<file path="src/rtl/cs147_ctrl_pkg.sv">
// Shared encodings for the cs147 multi-cycle control unit: states, opcodes, ALU codes, CTRL bit map.
package cs147_ctrl_pkg;

    typedef enum logic [2:0] {
        S_RESET  = 3'd0,
        S_FETCH  = 3'd1,
        S_DECODE = 3'd2,
        S_EXEC   = 3'd3,
        S_MEM    = 3'd4,
        S_WB     = 3'd5
    } state_e;

    typedef enum logic [3:0] {
        C_RARITH, C_SHIFT, C_JR, C_IARITH, C_LUI, C_BEQ, C_BNE,
        C_LW, C_SW, C_JMP, C_JAL, C_PUSH, C_POP, C_ILL
    } iclass_e;

    typedef logic [4:0] alu_op_t;

    localparam logic [5:0] OP_RTYPE = 6'h00;
    localparam logic [5:0] OP_ADDI  = 6'h08;
    localparam logic [5:0] OP_MULI  = 6'h1D;
    localparam logic [5:0] OP_ANDI  = 6'h0C;
    localparam logic [5:0] OP_ORI   = 6'h0D;
    localparam logic [5:0] OP_LUI   = 6'h0F;
    localparam logic [5:0] OP_SLTI  = 6'h0A;
    localparam logic [5:0] OP_BEQ   = 6'h04;
    localparam logic [5:0] OP_BNE   = 6'h05;
    localparam logic [5:0] OP_LW    = 6'h23;
    localparam logic [5:0] OP_SW    = 6'h2B;
    localparam logic [5:0] OP_JMP   = 6'h02;
    localparam logic [5:0] OP_JAL   = 6'h03;
    localparam logic [5:0] OP_PUSH  = 6'h1B;
    localparam logic [5:0] OP_POP   = 6'h1C;

    localparam logic [5:0] F_ADD = 6'h20;
    localparam logic [5:0] F_SUB = 6'h22;
    localparam logic [5:0] F_MUL = 6'h2C;
    localparam logic [5:0] F_AND = 6'h24;
    localparam logic [5:0] F_OR  = 6'h25;
    localparam logic [5:0] F_NOR = 6'h27;
    localparam logic [5:0] F_SLT = 6'h2A;
    localparam logic [5:0] F_SLL = 6'h01;
    localparam logic [5:0] F_SRL = 6'h02;
    localparam logic [5:0] F_JR  = 6'h08;

    localparam alu_op_t ALU_NONE = 5'd0;
    localparam alu_op_t ALU_ADD  = 5'd1;
    localparam alu_op_t ALU_SUB  = 5'd2;
    localparam alu_op_t ALU_MUL  = 5'd3;
    localparam alu_op_t ALU_SHR  = 5'd4;
    localparam alu_op_t ALU_SHL  = 5'd5;
    localparam alu_op_t ALU_AND  = 5'd6;
    localparam alu_op_t ALU_OR   = 5'd7;
    localparam alu_op_t ALU_NOR  = 5'd8;
    localparam alu_op_t ALU_SLT  = 5'd9;

    localparam int B_PC_LOAD   = 0;
    localparam int B_PC_SEL_1  = 1;
    localparam int B_PC_SEL_2  = 2;
    localparam int B_PC_SEL_3  = 3;
    localparam int B_MEM_R     = 4;
    localparam int B_MEM_W     = 5;
    localparam int B_R1_SEL_1  = 6;
    localparam int B_REG_R     = 7;
    localparam int B_REG_W     = 8;
    localparam int B_WA_SEL_1  = 9;
    localparam int B_WA_SEL_2  = 10;
    localparam int B_WA_SEL_3  = 11;
    localparam int B_WD_SEL_1  = 12;
    localparam int B_WD_SEL_2  = 13;
    localparam int B_WD_SEL_3  = 14;
    localparam int B_SP_LOAD   = 15;
    localparam int B_OP1_SEL_1 = 16;
    localparam int B_OP2_SEL_1 = 17;
    localparam int B_OP2_SEL_2 = 18;
    localparam int B_OP2_SEL_3 = 19;
    localparam int B_OP2_SEL_4 = 20;
    localparam int B_ALU_LSB   = 21;
    localparam int B_MA_SEL_1  = 26;
    localparam int B_R2_LOAD   = 27;
    localparam int B_DMEM_W    = 28;
    localparam int B_MD_SEL_1  = 29;
    localparam int B_R1_LOAD   = 30;
    localparam int B_MA_SEL_2  = 31;

    function automatic iclass_e decode_class(input logic [5:0] opcode, input logic [5:0] funct);
        iclass_e c;
        c = C_ILL;
        case (opcode)
            OP_RTYPE: begin
                case (funct)
                    F_ADD, F_SUB, F_MUL, F_AND, F_OR, F_NOR, F_SLT: c = C_RARITH;
                    F_SLL, F_SRL: c = C_SHIFT;
                    F_JR:         c = C_JR;
                    default:      c = C_ILL;
                endcase
            end
            OP_ADDI, OP_MULI, OP_ANDI, OP_ORI, OP_SLTI: c = C_IARITH;
            OP_LUI:  c = C_LUI;
            OP_BEQ:  c = C_BEQ;
            OP_BNE:  c = C_BNE;
            OP_LW:   c = C_LW;
            OP_SW:   c = C_SW;
            OP_JMP:  c = C_JMP;
            OP_JAL:  c = C_JAL;
            OP_PUSH: c = C_PUSH;
            OP_POP:  c = C_POP;
            default: c = C_ILL;
        endcase
        return c;
    endfunction

    function automatic alu_op_t alu_code(input logic [5:0] opcode, input logic [5:0] funct);
        alu_op_t a;
        a = ALU_NONE;
        case (opcode)
            OP_RTYPE: begin
                case (funct)
                    F_ADD:   a = ALU_ADD;
                    F_SUB:   a = ALU_SUB;
                    F_MUL:   a = ALU_MUL;
                    F_AND:   a = ALU_AND;
                    F_OR:    a = ALU_OR;
                    F_NOR:   a = ALU_NOR;
                    F_SLT:   a = ALU_SLT;
                    F_SLL:   a = ALU_SHL;
                    F_SRL:   a = ALU_SHR;
                    default: a = ALU_NONE;
                endcase
            end
            OP_ADDI, OP_LW, OP_SW, OP_POP: a = ALU_ADD;
            OP_MULI:                       a = ALU_MUL;
            OP_ANDI:                       a = ALU_AND;
            OP_ORI:                        a = ALU_OR;
            OP_SLTI:                       a = ALU_SLT;
            OP_BEQ, OP_BNE, OP_PUSH:       a = ALU_SUB;
            default:                       a = ALU_NONE;
        endcase
        return a;
    endfunction

endpackage

</file>
<file path="src/rtl/cs147_ctrl_decode.sv">
// Combinational (state, IR, zflag) -> CTRL/ILLEGAL decoder.
// Zero latency; no handshake, the sequencer advances every cycle.
module cs147_ctrl_decode
    import cs147_ctrl_pkg::*;
#(
    parameter int CTRL_W   = 32,
    parameter int ALU_OP_W = 5
) (
    input  state_e              state_i,
    input  logic [31:0]         ir_i,
    input  logic                zflag_i,
    output logic [CTRL_W-1:0]   ctrl_o,
    output logic                illegal_o
);

    logic [5:0] opcode;
    logic [5:0] funct;
    iclass_e    cls;
    logic       unused_ir;

    assign opcode    = ir_i[31:26];
    assign funct     = ir_i[5:0];
    assign cls       = decode_class(opcode, funct);
    assign unused_ir = ^ir_i[25:6];

    always_comb begin
        ctrl_o    = '0;
        illegal_o = 1'b0;

        // ALU selects stay up through MEM/WB so the address and result remain stable.
        if (state_i == S_EXEC || state_i == S_MEM || state_i == S_WB) begin
            ctrl_o[B_ALU_LSB +: ALU_OP_W] = ALU_OP_W'(alu_code(opcode, funct));
            case (cls)
                C_RARITH, C_BEQ, C_BNE: ctrl_o[B_OP2_SEL_4] = 1'b1;
                C_SHIFT: begin
                    ctrl_o[B_OP2_SEL_3] = 1'b1;
                    ctrl_o[B_OP2_SEL_1] = 1'b1;
                end
                C_IARITH, C_LW, C_SW:
                    ctrl_o[B_OP2_SEL_2] = (opcode != OP_ANDI) && (opcode != OP_ORI);
                C_PUSH, C_POP: begin
                    ctrl_o[B_OP1_SEL_1] = 1'b1;
                    ctrl_o[B_OP2_SEL_3] = 1'b1;
                end
                default: ;
            endcase
        end

        case (state_i)
            S_FETCH: begin
                ctrl_o[B_MA_SEL_2] = 1'b1;
                ctrl_o[B_MEM_R]    = 1'b1;
            end
            S_DECODE: begin
                ctrl_o[B_REG_R]    = 1'b1;
                ctrl_o[B_R1_LOAD]  = 1'b1;
                ctrl_o[B_R2_LOAD]  = 1'b1;
                ctrl_o[B_R1_SEL_1] = (cls == C_PUSH);
            end
            S_MEM: begin
                case (cls)
                    C_LW: ctrl_o[B_MEM_R] = 1'b1;
                    C_SW: begin
                        ctrl_o[B_MEM_W]  = 1'b1;
                        ctrl_o[B_DMEM_W] = 1'b1;
                    end
                    C_PUSH: begin
                        ctrl_o[B_MEM_W]    = 1'b1;
                        ctrl_o[B_DMEM_W]   = 1'b1;
                        ctrl_o[B_MA_SEL_1] = 1'b1;
                        ctrl_o[B_MD_SEL_1] = 1'b1;
                    end
                    C_POP: begin
                        ctrl_o[B_MEM_R]    = 1'b1;
                        ctrl_o[B_MA_SEL_1] = 1'b1;
                        ctrl_o[B_SP_LOAD]  = 1'b1;
                    end
                    default: ;
                endcase
            end
            S_WB: begin
                ctrl_o[B_PC_LOAD]  = 1'b1;
                ctrl_o[B_PC_SEL_1] = 1'b1;
                ctrl_o[B_PC_SEL_3] = 1'b1;
                case (cls)
                    C_RARITH, C_SHIFT: begin
                        ctrl_o[B_REG_W]    = 1'b1;
                        ctrl_o[B_WA_SEL_3] = 1'b1;
                        ctrl_o[B_WD_SEL_3] = 1'b1;
                    end
                    C_IARITH, C_LUI, C_LW: begin
                        ctrl_o[B_REG_W]    = 1'b1;
                        ctrl_o[B_WA_SEL_1] = 1'b1;
                        ctrl_o[B_WA_SEL_3] = 1'b1;
                        ctrl_o[B_WD_SEL_3] = 1'b1;
                        ctrl_o[B_WD_SEL_2] = (cls == C_LUI);
                        ctrl_o[B_WD_SEL_1] = (cls == C_LW);
                    end
                    C_BEQ:  ctrl_o[B_PC_SEL_2] = zflag_i;
                    C_BNE:  ctrl_o[B_PC_SEL_2] = ~zflag_i;
                    C_JR:   ctrl_o[B_PC_SEL_1] = 1'b0;
                    C_JMP:  ctrl_o[B_PC_SEL_3] = 1'b0;
                    C_JAL: begin
                        ctrl_o[B_PC_SEL_3] = 1'b0;
                        ctrl_o[B_REG_W]    = 1'b1;
                        ctrl_o[B_WA_SEL_2] = 1'b1;
                    end
                    C_PUSH: ctrl_o[B_SP_LOAD] = 1'b1;
                    C_POP: begin
                        // SP was incremented at the end of MEM; re-read at the new SP.
                        ctrl_o[B_MEM_R]    = 1'b1;
                        ctrl_o[B_MA_SEL_1] = 1'b1;
                        ctrl_o[B_REG_W]    = 1'b1;
                        ctrl_o[B_WA_SEL_3] = 1'b1;
                        ctrl_o[B_WD_SEL_3] = 1'b1;
                        ctrl_o[B_WD_SEL_1] = 1'b1;
                    end
                    default: illegal_o = 1'b1;
                endcase
            end
            default: ;
        endcase
    end

endmodule

</file>
<file path="src/rtl/cs147_ctrl_unit.sv">
// Multi-cycle sequencer for the cs147 datapath: RESET->FETCH->DECODE->EXEC->MEM->WB loop.
// CTRL is Moore-decoded from state/IR/zflag; one instruction retires every 5 cycles, no stalls.
module cs147_ctrl_unit
    import cs147_ctrl_pkg::*;
#(
    parameter int CTRL_W   = 32,
    parameter int ALU_OP_W = 5
) (
    input  logic              CLK,
    input  logic              RST,
    input  logic [31:0]       INSTRUCTION,
    input  logic              ZERO,
    output logic [CTRL_W-1:0] CTRL,
    output logic              ILLEGAL
);

    state_e             state_q, state_d;
    logic [31:0]        ir_q, ir_d;
    logic               zflag_q, zflag_d;
    logic [CTRL_W-1:0]  ctrl_dec;
    logic               illegal_dec;

    always_ff @(posedge CLK) begin
        if (!RST) begin
            state_q <= S_RESET;
            ir_q    <= '0;
            zflag_q <= 1'b0;
        end else begin
            state_q <= state_d;
            ir_q    <= ir_d;
            zflag_q <= zflag_d;
        end
    end

    always_comb begin
        state_d = S_RESET;
        ir_d    = ir_q;
        zflag_d = zflag_q;
        case (state_q)
            S_RESET:  state_d = S_FETCH;
            S_FETCH: begin
                state_d = S_DECODE;
                ir_d    = INSTRUCTION;
            end
            S_DECODE: state_d = S_EXEC;
            S_EXEC: begin
                state_d = S_MEM;
                zflag_d = ZERO;
            end
            S_MEM:    state_d = S_WB;
            S_WB:     state_d = S_FETCH;
            default:  state_d = S_RESET;
        endcase
    end

    cs147_ctrl_decode #(
        .CTRL_W   (CTRL_W),
        .ALU_OP_W (ALU_OP_W)
    ) u_decode (
        .state_i   (state_q),
        .ir_i      (ir_q),
        .zflag_i   (zflag_q),
        .ctrl_o    (ctrl_dec),
        .illegal_o (illegal_dec)
    );

    // Reset aborts immediately: no strobe may fire in the cycle RST is sampled low.
    assign CTRL    = RST ? ctrl_dec : '0;
    assign ILLEGAL = RST & illegal_dec;

endmodule

</file>
<file path="config.mk">
export PLATFORM = sky130hd
export DESIGN_NAME = cs147_ctrl_unit
export DESIGN_NICKNAME = d
export VERILOG_FILES = /design/src/rtl/cs147_ctrl_pkg.sv /design/src/rtl/cs147_ctrl_decode.sv /design/src/rtl/cs147_ctrl_unit.sv
export SDC_FILE = /design/constraint.sdc
export NUM_CORES = 1
export LEC_CHECK = 0
export ABC_CLOCK_PERIOD_IN_PS = 4100
export BUFFER_PORTS_ARGS = -buffer_cell sky130_fd_sc_hd__buf_2
export CAP_MARGIN = 15
export CELL_PAD_IN_SITES_DETAIL_PLACEMENT = 1
export CELL_PAD_IN_SITES_GLOBAL_PLACEMENT = 1
export CORE_UTILIZATION = 25
export DETAILED_ROUTE_END_ITERATION = 7
export PLACE_DENSITY = 0.58
export SETUP_SLACK_MARGIN = 0.05
export SLEW_MARGIN = 10
export SYNTH_ARGS = -nofsm -noshare
export SYNTH_HDL_FRONTEND = slang
export SYNTH_HIERARCHICAL = 1
export SYNTH_SLANG_ARGS = --single-unit
</file>
<file path="constraint.sdc">
create_clock -name CLK -period 4.1 [get_ports CLK]
set_input_delay 0.41 -clock CLK [delete_from_list [all_inputs] [get_ports CLK]]
set_output_delay 0.41 -clock CLK [all_outputs]
set_load 0.05 [all_outputs]
</file>
Word level (Yosys, flattened, before mapping)
Index checks and enable logic that the tools add are counted.
{ "totals": {"output_inout_bits": 33, "regBits": 36} }
{ "classes": {"n_eq_ne": 43, "n_bitwise": 2, "n_reduce_logical": 23, "mux": 37} }
{ "ops": {"columns": ["operator", "n"], "rows": [
  ["6-bit == test, second input constant", 9],
  ["4-bit one-hot mux with 11 select lines", 1],
  ["6-bit by 4-bit == test with 1-bit output, second input constant", 6],
  ["4-bit one-hot mux with 9 select lines", 1],
  ["32-bit two-way mux", 1],
  ["4-bit one-hot mux with 7 select lines", 1],
  ["1-bit two-way mux", 21],
  ["4-bit == test, second input constant", 5],
  ["6-bit by 2-bit == test with 1-bit output, second input constant", 3],
  ["6-bit by 5-bit == test with 1-bit output, second input constant", 3],
  ["4-bit by 3-bit == test with 1-bit output, second input constant", 4],
  ["3-bit one-hot mux with 5 select lines", 1],
  ["3-bit OR reduction", 5],
  ["7-bit OR reduction", 2],
  ["6-bit by 3-bit == test with 1-bit output, second input constant", 2],
  ["6-bit by 4-bit inequality test with 1-bit output, second input constant", 2],
  ["4-bit one-hot mux with 3 select lines", 1],
  ["12-bit OR reduction", 1],
  ["2-bit OR reduction", 6],
  ["10-bit two-way mux", 1],
  ["4-bit by 2-bit == test with 1-bit output, second input constant", 2],
  ["1-bit one-hot mux with 2 select lines", 4],
  ["7-bit two-way mux", 1],
  ["3-bit by 2-bit == test with 1-bit output, second input constant", 2],
  ["other kinds (17)", 20]
]} }

Longest topological paths before layout
Gate-level depths: netlist of run 1.
{ "logic_depth": {"word_depth": 9, "depth_mapped": 10} }

Cells and area by module
The synthesis of run 1 kept the hierarchy.
{ "by_module_without_submodules": {"columns": ["mod", "area_per_inst_um2", "n_inst", "cells_per_inst"], "rows": [
  ["cs147_ctrl_unit", 1696.6, 1, 191],
  ["cs147_ctrl_decode", 1157.4, 1, 190]
]} }

Least setup slack after synthesis of run 1
Ideal clock, no wire load.
{ "synth_timing": {"kind": "register to output", "from": "register ir_q[29]", "to": "output port CTRL[14]", "stages_incl_launch_ff": 10, "setup_slack_ps": 1209, "n_path_buf": 2, "arrival_time_ps": 2481, "cell_sequence": "dfxtp_1 -> buf_6 -> or4_4 -> or3_4 -> a41oi_2 -> a21oi_2 -> mux2i_1 -> o31ai_1 -> buf_4 -> and2_1"} }
{ "synth_via": {"elab_chain_len": 8, "word_cells_on_any_way": 27, "classes_between": "19 x eq/ne; 4 x mux; 4 x reduce/logical"} }
{ "synth_lines": {"columns": ["item", "line", "text"], "rows": [
  ["from (decl)", "cs147_ctrl_unit.sv:18", "logic [31:0] ir_q, ir_d;"],
  ["from (signal assigned)", "cs147_ctrl_unit.sv:30", "ir_q <= ir_d;"],
  ["6-bit by 4-bit == test with 1-bit output or 6-bit by 5-bit == test with 1-bit output (tied branches)", "cs147_ctrl_pkg.sv:90", "case (opcode)"],
  ["5-bit OR reduction", "cs147_ctrl_pkg.sv:90", null],
  ["4-bit one-hot mux with 11 select lines *", "cs147_ctrl_pkg.sv:90", null],
  ["4-bit by 1-bit == test with 1-bit output, or another cell as far along", "cs147_ctrl_decode.sv:85", "case (cls)"],
  ["6-bit OR reduction (no line) *", null, null],
  ["1-bit two-way mux *", "cs147_ctrl_decode.sv:85", null],
  ["7-bit two-way mux *", "cs147_ctrl_decode.sv:49", "case (state_i)"],
  ["named net ctrl_dec[14]", "cs147_ctrl_unit.sv:20", "logic [CTRL_W-1:0] ctrl_dec;"],
  ["32-bit two-way mux *", "cs147_ctrl_unit.sv:68", "assign CTRL = RST ? ctrl_dec : '0;"],
  ["to (decl)", "cs147_ctrl_unit.sv:13", "output logic [CTRL_W-1:0] CTRL,"]
]} }
The timed path passes the listed nets; every way through them passes the cells marked *.

Final worst setup path of run 1
{ "layout_timing": {"from": "register ir_q[26]", "to": "output port CTRL[9]"} }
{ "layout_via": {"elab_chain_len": 8, "word_cells_on_any_way": 24, "classes_between": "17 x eq/ne; 4 x mux; 3 x reduce/logical"} }
{ "layout_lines": {"columns": ["item", "line"], "rows": [
  ["6-bit by 4-bit == test with 1-bit output or 6-bit by 5-bit == test with 1-bit output (tied branches)", "cs147_ctrl_pkg.sv:90"],
  ["5-bit OR reduction", "cs147_ctrl_pkg.sv:90"],
  ["4-bit one-hot mux with 11 select lines *", "cs147_ctrl_pkg.sv:90"],
  ["4-bit by 2-bit == test with 1-bit output or 4-bit by 3-bit == test with 1-bit output (tied branches)", "cs147_ctrl_decode.sv:85"],
  ["3-bit OR reduction *", "cs147_ctrl_decode.sv:85"],
  ["1-bit two-way mux *", "cs147_ctrl_decode.sv:85"],
  ["7-bit two-way mux *", "cs147_ctrl_decode.sv:49"],
  ["named net ctrl_dec[9]", "cs147_ctrl_unit.sv:20"],
  ["32-bit two-way mux *", "cs147_ctrl_unit.sv:68"]
]} }
Marks and branches as above.

==> results of run 1 <==
-- report_power, final --
group	switching [W]	internal, W	total (W)
registers	0.0000463	0.000169	0.000215
logic	0.000150	0.000101	0.000251
clock network	0.0000531	0.0000651	0.000118
total	0.000249	0.000335	0.000585
-- layout make-up --
cell class | count | area, um^2
well taps | 102 | 127.6
fillers | 993 | 5595
multi-input cells | 243 | 1531
clock buffers | 3 | 41.29
inverters | 7 | 26.28
repair buffers | 48 | 245.2
flip-flops and latches | 16 | 320.3
-- per-stage QoR --
| step | std cells | worst slack, ps |
|---|---|---|
| after floorplan | 298 | 1209 |
| after global placement | 416 | 934.9 |
| after detailed placement | 416 | 940.4 |
| after CTS | 419 | 659.8 |
| after global routing | 419 | 411.1 |
| final | 419 | 680.5 |
-- state kept, by name, summed over array words and instances, names as in the netlist --
name     cells
zflag_q      1
state_q      3
ir_q        12
-- critical path, delay by kind of cell (launching register included) --
kind	cells	cell delay, ps
compound gates	4	1180
flops	1	700
simple gates	3	620
buf+inv	1	260
-- worst max path at each step --
| stage | to | slack (ps) | depth (start not counted) | startpoint |
|---|---|---|---|---|
| CTS | CTRL[9] | 660 | 8 | ir_q[26] |
| global placement | CTRL[9] | 930 | 8 | ir_q[26] |
| floorplan | CTRL[14] | 1210 | 9 | ir_q[29] |
| global route | CTRL[11] | 410 | 8 | ir_q[26] |
| detailed placement | CTRL[14] | 940 | 8 | ir_q[26] |
| finish | CTRL[9] | 680 | 8 | ir_q[26] |
-- per-layer routing --
| metal | vias up | GRT usage, % | share of wire, % |
|---|---|---|---|
| li1 | 1068 | - | - |
| met5 | - | 0 | 0 |
| met2 | 31 | 22.30 | 46 |
| met1 | 986 | 19.09 | 51 |
| met3 | 2 | 1.220 | 2.9 |
| met4 | 0 | 2.692 | 0.29 |
==> flow_summary.json, run 1 <==
{
  "rows": 32,
  "powerDensity_nw_per_um2": 255.0,
  "p_leak_nw": 0.9383,
  "worstPathCellList": "nand2_1 -> o311ai_0 -> a211oi_1 -> a21oi_2 -> nand3_1 -> a211oi_2 -> and2_1 -> buf_2",
  "cts-root-buf": "clkbuf_8",
  "outcome": "finished, final reports clean",
  "grt_usage_pct": 13.51,
  "path_max_fanout": 16,
  "routed_wl_um": 5880,
  "grt_pass1_vias": 1960,
  "drtIter0Drc": 107,
  "power_w": 0.0005846,
  "cts_made_buffers": 3,
  "synthCells": 298,
  "cts_buffer_depth": 2,
  "cts_resized": 0,
  "syn-num-nets": 333,
  "hold_path_class": "input pin to register",
  "hold_path_end": "ir_q[5]",
  "r2r-start": "state_q[0]",
  "clock_sinks": 16,
  "layout_commonest_cell": "buf_2",
  "hold_violations": 0,
  "setup-tns-final_ps": 0,
  "setup_viol": 0,
  "timing.rr.end": "ir_q[3]",
  "max_freq_mhz": 292.4,
  "die_area_um2": 8661,
  "antenna_left": 0,
  "reg2reg_depth": 3,
  "worst_hold_slack_ps": 405.4,
  "drtPass1Iterations": 4,
  "vias": 2087,
  "drv_slew": 0,
  "dpl_cell_area_um2": 2251,
  "finalClockSkew_ps": 1.658,
  "grt_pass1_wl_um": 9694,
  "post-dp-hpwl_um": 4351,
  "cp.arrival_ps": 3010,
  "wl_per_cell_um": 14.03,
  "cts_setup_buffers": 0,
  "htreeDepth": 1,
  "grt_antenna_before_repair": 0,
  "whs_path_depth": 3,
  "critPathCaptureType": "output pin",
  "start_util_pct": 26.28,
  "mostFrequentLayoutCells": "buf_2, nand2_1, and2_1, nor2_1, mux2i_1",
  "rsz0062_at_grt": "false",
  "diodes": 0,
  "avgSynthCellArea_um2": 6.957,
  "tightest_slew_ps": 825.4,
  "core-area_um2": 7888,
  "die_h_um": 93.07,
  "fin_crit_ps": 3419,
  "place_congestion": 0.7697,
  "maxCapViolCount": 0,
  "critPathKind": "register to output pin",
  "cts_hold_buf": 0,
  "slowest_delay_ps": 700,
  "clk_latency_ps": 250,
  "yosys_warnings": 6,
  "start_kind": "register",
  "final_nets": 354,
  "port_buffers": 46,
  "clk_pin_slew_ps": 60,
  "vias_per_cell": 4.981,
  "finalCritPeriodShare_pct": 83.40,
  "die_x_um": 93.07,
  "worstPathRequired_ps": 3690,
  "cts_tree": "done",
  "stdcell_area_um2": 2292,
  "drc_errors": 0,
  "ir_drop_uv": 154.8,
  "synthesis.area_um2": 2073,
  "area_delta_synth_final_pct": 10.56,
  "fin_util_pct": 29.06,
  "overflow": 0,
  "io_pins": 68,
  "slew-limit-headroom_pct": 44.98,
  "rrSetupSlack_ps": 2710,
  "hp-start": "INSTRUCTION[5]",
  "drive_gt1_share_pct": 19.87,
  "grt_start_max_net_pins": 63,
  "crit_slowest_cell": "dfxtp_1"
}
(Power assumes the default switching activity.)
==> inputs of run 2 (changes only) <==
--- a/config.mk
+++ b/config.mk
@@ -5,14 +5,15 @@
 export SDC_FILE = /design/constraint.sdc
 export NUM_CORES = 1
 export LEC_CHECK = 0
-export ABC_CLOCK_PERIOD_IN_PS = 4100
+export ABC_AREA = 1
+export ABC_CLOCK_PERIOD_IN_PS = 3500
 export BUFFER_PORTS_ARGS = -buffer_cell sky130_fd_sc_hd__buf_2
 export CAP_MARGIN = 15
 export CELL_PAD_IN_SITES_DETAIL_PLACEMENT = 1
 export CELL_PAD_IN_SITES_GLOBAL_PLACEMENT = 1
 export CORE_UTILIZATION = 25
 export DETAILED_ROUTE_END_ITERATION = 7
-export PLACE_DENSITY = 0.58
+export PLACE_DENSITY = 0.62
 export SETUP_SLACK_MARGIN = 0.05
 export SLEW_MARGIN = 10
 export SYNTH_ARGS = -nofsm -noshare
==> constraint.sdc (replaced) <==
create_clock -name CLK -period 3.5 [get_ports CLK]
set_input_delay 0.35 -clock CLK [delete_from_list [all_inputs] [get_ports CLK]]
set_output_delay 0.35 -clock CLK [all_outputs]
set_load 0.05 [all_outputs]
==> run 2 against run 1 <==
Against the previous run:
- largest power group unchanged
- clock power grew 17%
- critical path type unchanged
- sequential share of layout area grew 1.1 points
- die area shrank 10%
- routed wire length shrank 16%
==> flow_summary.json, run 2 <==
{
  "outcome": "finished, final reports clean",
  "area_delta_synth_final_pct": 14.71,
  "syn-num-nets": 393,
  "worstPathRequired_ps": 3150,
  "diodes": 0,
  "finalCritPeriodShare_pct": 78.35,
  "cts_tree": "done",
  "antenna_left": 0,
  "cts_setup_buffers": 0,
  "setup_viol": 0,
  "grt_start_max_net_pins": 49,
  "critPathKind": "register to output pin",
  "drive_gt1_share_pct": 18.72,
  "slew-limit-headroom_pct": 47.69,
  "htreeDepth": 1,
  "grt_pass1_vias": 1987,
  "synthCells": 358,
  "tightest_slew_ps": 784.7,
  "cts_hold_buf": 0,
  "yosys_warnings": 6,
  "clock_sinks": 16,
  "port_buffers": 46,
  "hold_violations": 0,
  "die_x_um": 88.12,
  "grt_usage_pct": 13.93,
  "drtIter0Drc": 77,
  "reg_top3": "ir_q x12, state_q x3, zflag_q x1",
  "cts-root-buf": "clkbuf_8",
  "top_register": "ir_q",
  "p_leak_nw": 1.434,
  "cts_buffer_depth": 2,
  "overflow": 0,
  "hold_path_class": "input pin to register",
  "cts_resized": 0,
  "grt_pass1_wl_um": 8700,
  "finalClockSkew_ps": 2.998,
  "fillers": 1051,
  "layout_commonest_cell": "nand2_1",
  "final_nets": 427,
  "drv_slew": 0,
  "mostFrequentLayoutCells": "nand2_1, inv_1, nor2_1, buf_2, nand3_1",
  "synthesis.area_um2": 1854,
  "cts_made_buffers": 3,
  "wl_per_cell_um": 10.06,
  "ir_drop_uv": 163.3,
  "grt_antenna_before_repair": 0,
  "place_congestion": 0.8482,
  "setup-tns-final_ps": 0,
  "avgSynthCellArea_um2": 5.180,
  "drc_errors": 0,
  "rsz0062_at_grt": "false",
  "max_freq_mhz": 364.7,
  "path_max_fanout": 5,
  "vias": 2075,
  "fin_crit_ps": 2742,
  "die_area_um2": 7765,
  "cp.arrival_ps": 2390,
  "core-area_um2": 7214,
  "critPathCaptureType": "output pin",
  "start_util_pct": 25.70,
  "vias_per_cell": 4.243,
  "start_kind": "register",
  "power_w": 0.0006303,
  "clk_pin_slew_ps": 60,
  "clk_latency_ps": 250,
  "largest_register_ffs": 12,
  "rows": 31,
  "io_pins": 68,
  "powerDensity_nw_per_um2": 296.3,
  "routed_wl_um": 4917,
  "die_h_um": 88.12,
  "drtPass1Iterations": 4,
  "post-dp-hpwl_um": 3985,
  "maxCapViolCount": 0
}
==> run 2: worst max-delay path, stage by stage, from the launching register on <==
cell	delay, ps
dfxtp_1	350
nor2_1	320
nand3_1	240
nand3_1	170
nor2_1	80
nand3_2	80
nand2_1	60
inv_2	60
nand2_2	70
nor2_4	100
nand2_1	100
nand3_1	110
nand2_1	60
inv_1	80
buf_2	260
==> run 2: area by class of cell <==
type | instances | area [um^2] | area share [%]
Clock buffer | 3 | 41.29 | 1.941
Multi-Input combinational cell | 235 | 1074 | 50.47
Tap cell | 99 | 123.9 | 5.824
Sequential cell | 16 | 320.3 | 15.06
Inverter | 90 | 337.8 | 15.88
Timing Repair Buffer | 46 | 230.2 | 10.82
==> run 2: power breakdown <==
group | internal, W | switching, W | leakage [nW]
clock | 0.0000764 | 0.0000619 | 0.0216
combinational | 0.0000794 | 0.000188 | 1.28
sequential | 0.000200 | 0.0000245 | 0.132
==> run 2: layer usage <==
| layer | routed length, um | global-route usage [%] | up-vias |
|---|---|---|---|
| met5 | 0 | 0 | - |
| met2 | 2248 | 24.10 | 24 |
| li1 | - | - | 1121 |
| met3 | 106 | 1.320 | 4 |
| met4 | 46 | 4.399 | 0 |
| met1 | 2515 | 18.21 | 926 |
==> run 2: stage by stage <==
stage / instances / utilization (%) / hold WS [ps] / setup WS (ps) / cell area (um^2)
floorplan: 358 / - / 483.7 / 1276 / 1854
global placement: 486 / 28.91 / 522.8 / 1072 / 2086
detailed placement: 486 / 28.91 / 529.0 / 982.6 / 2086
CTS: 489 / 29.48 / 316.3 / 699.0 / 2127
global route: 489 / 29.48 / 325.3 / 437.7 / 2127
finish: 489 / 29.48 / 320.4 / 757.7 / 2127
==> run 2: path summary, 6_finish.rpt <==
check,start,end,slack [ps],cells after the start
worst min register to register,zflag_q,zflag_q,540,4
worst max-delay path,ir_q[27],CTRL[14],760,14
worst max register to register,state_q[0],ir_q[29],2140,3
worst min-delay path,INSTRUCTION[26],ir_q[26],320,3
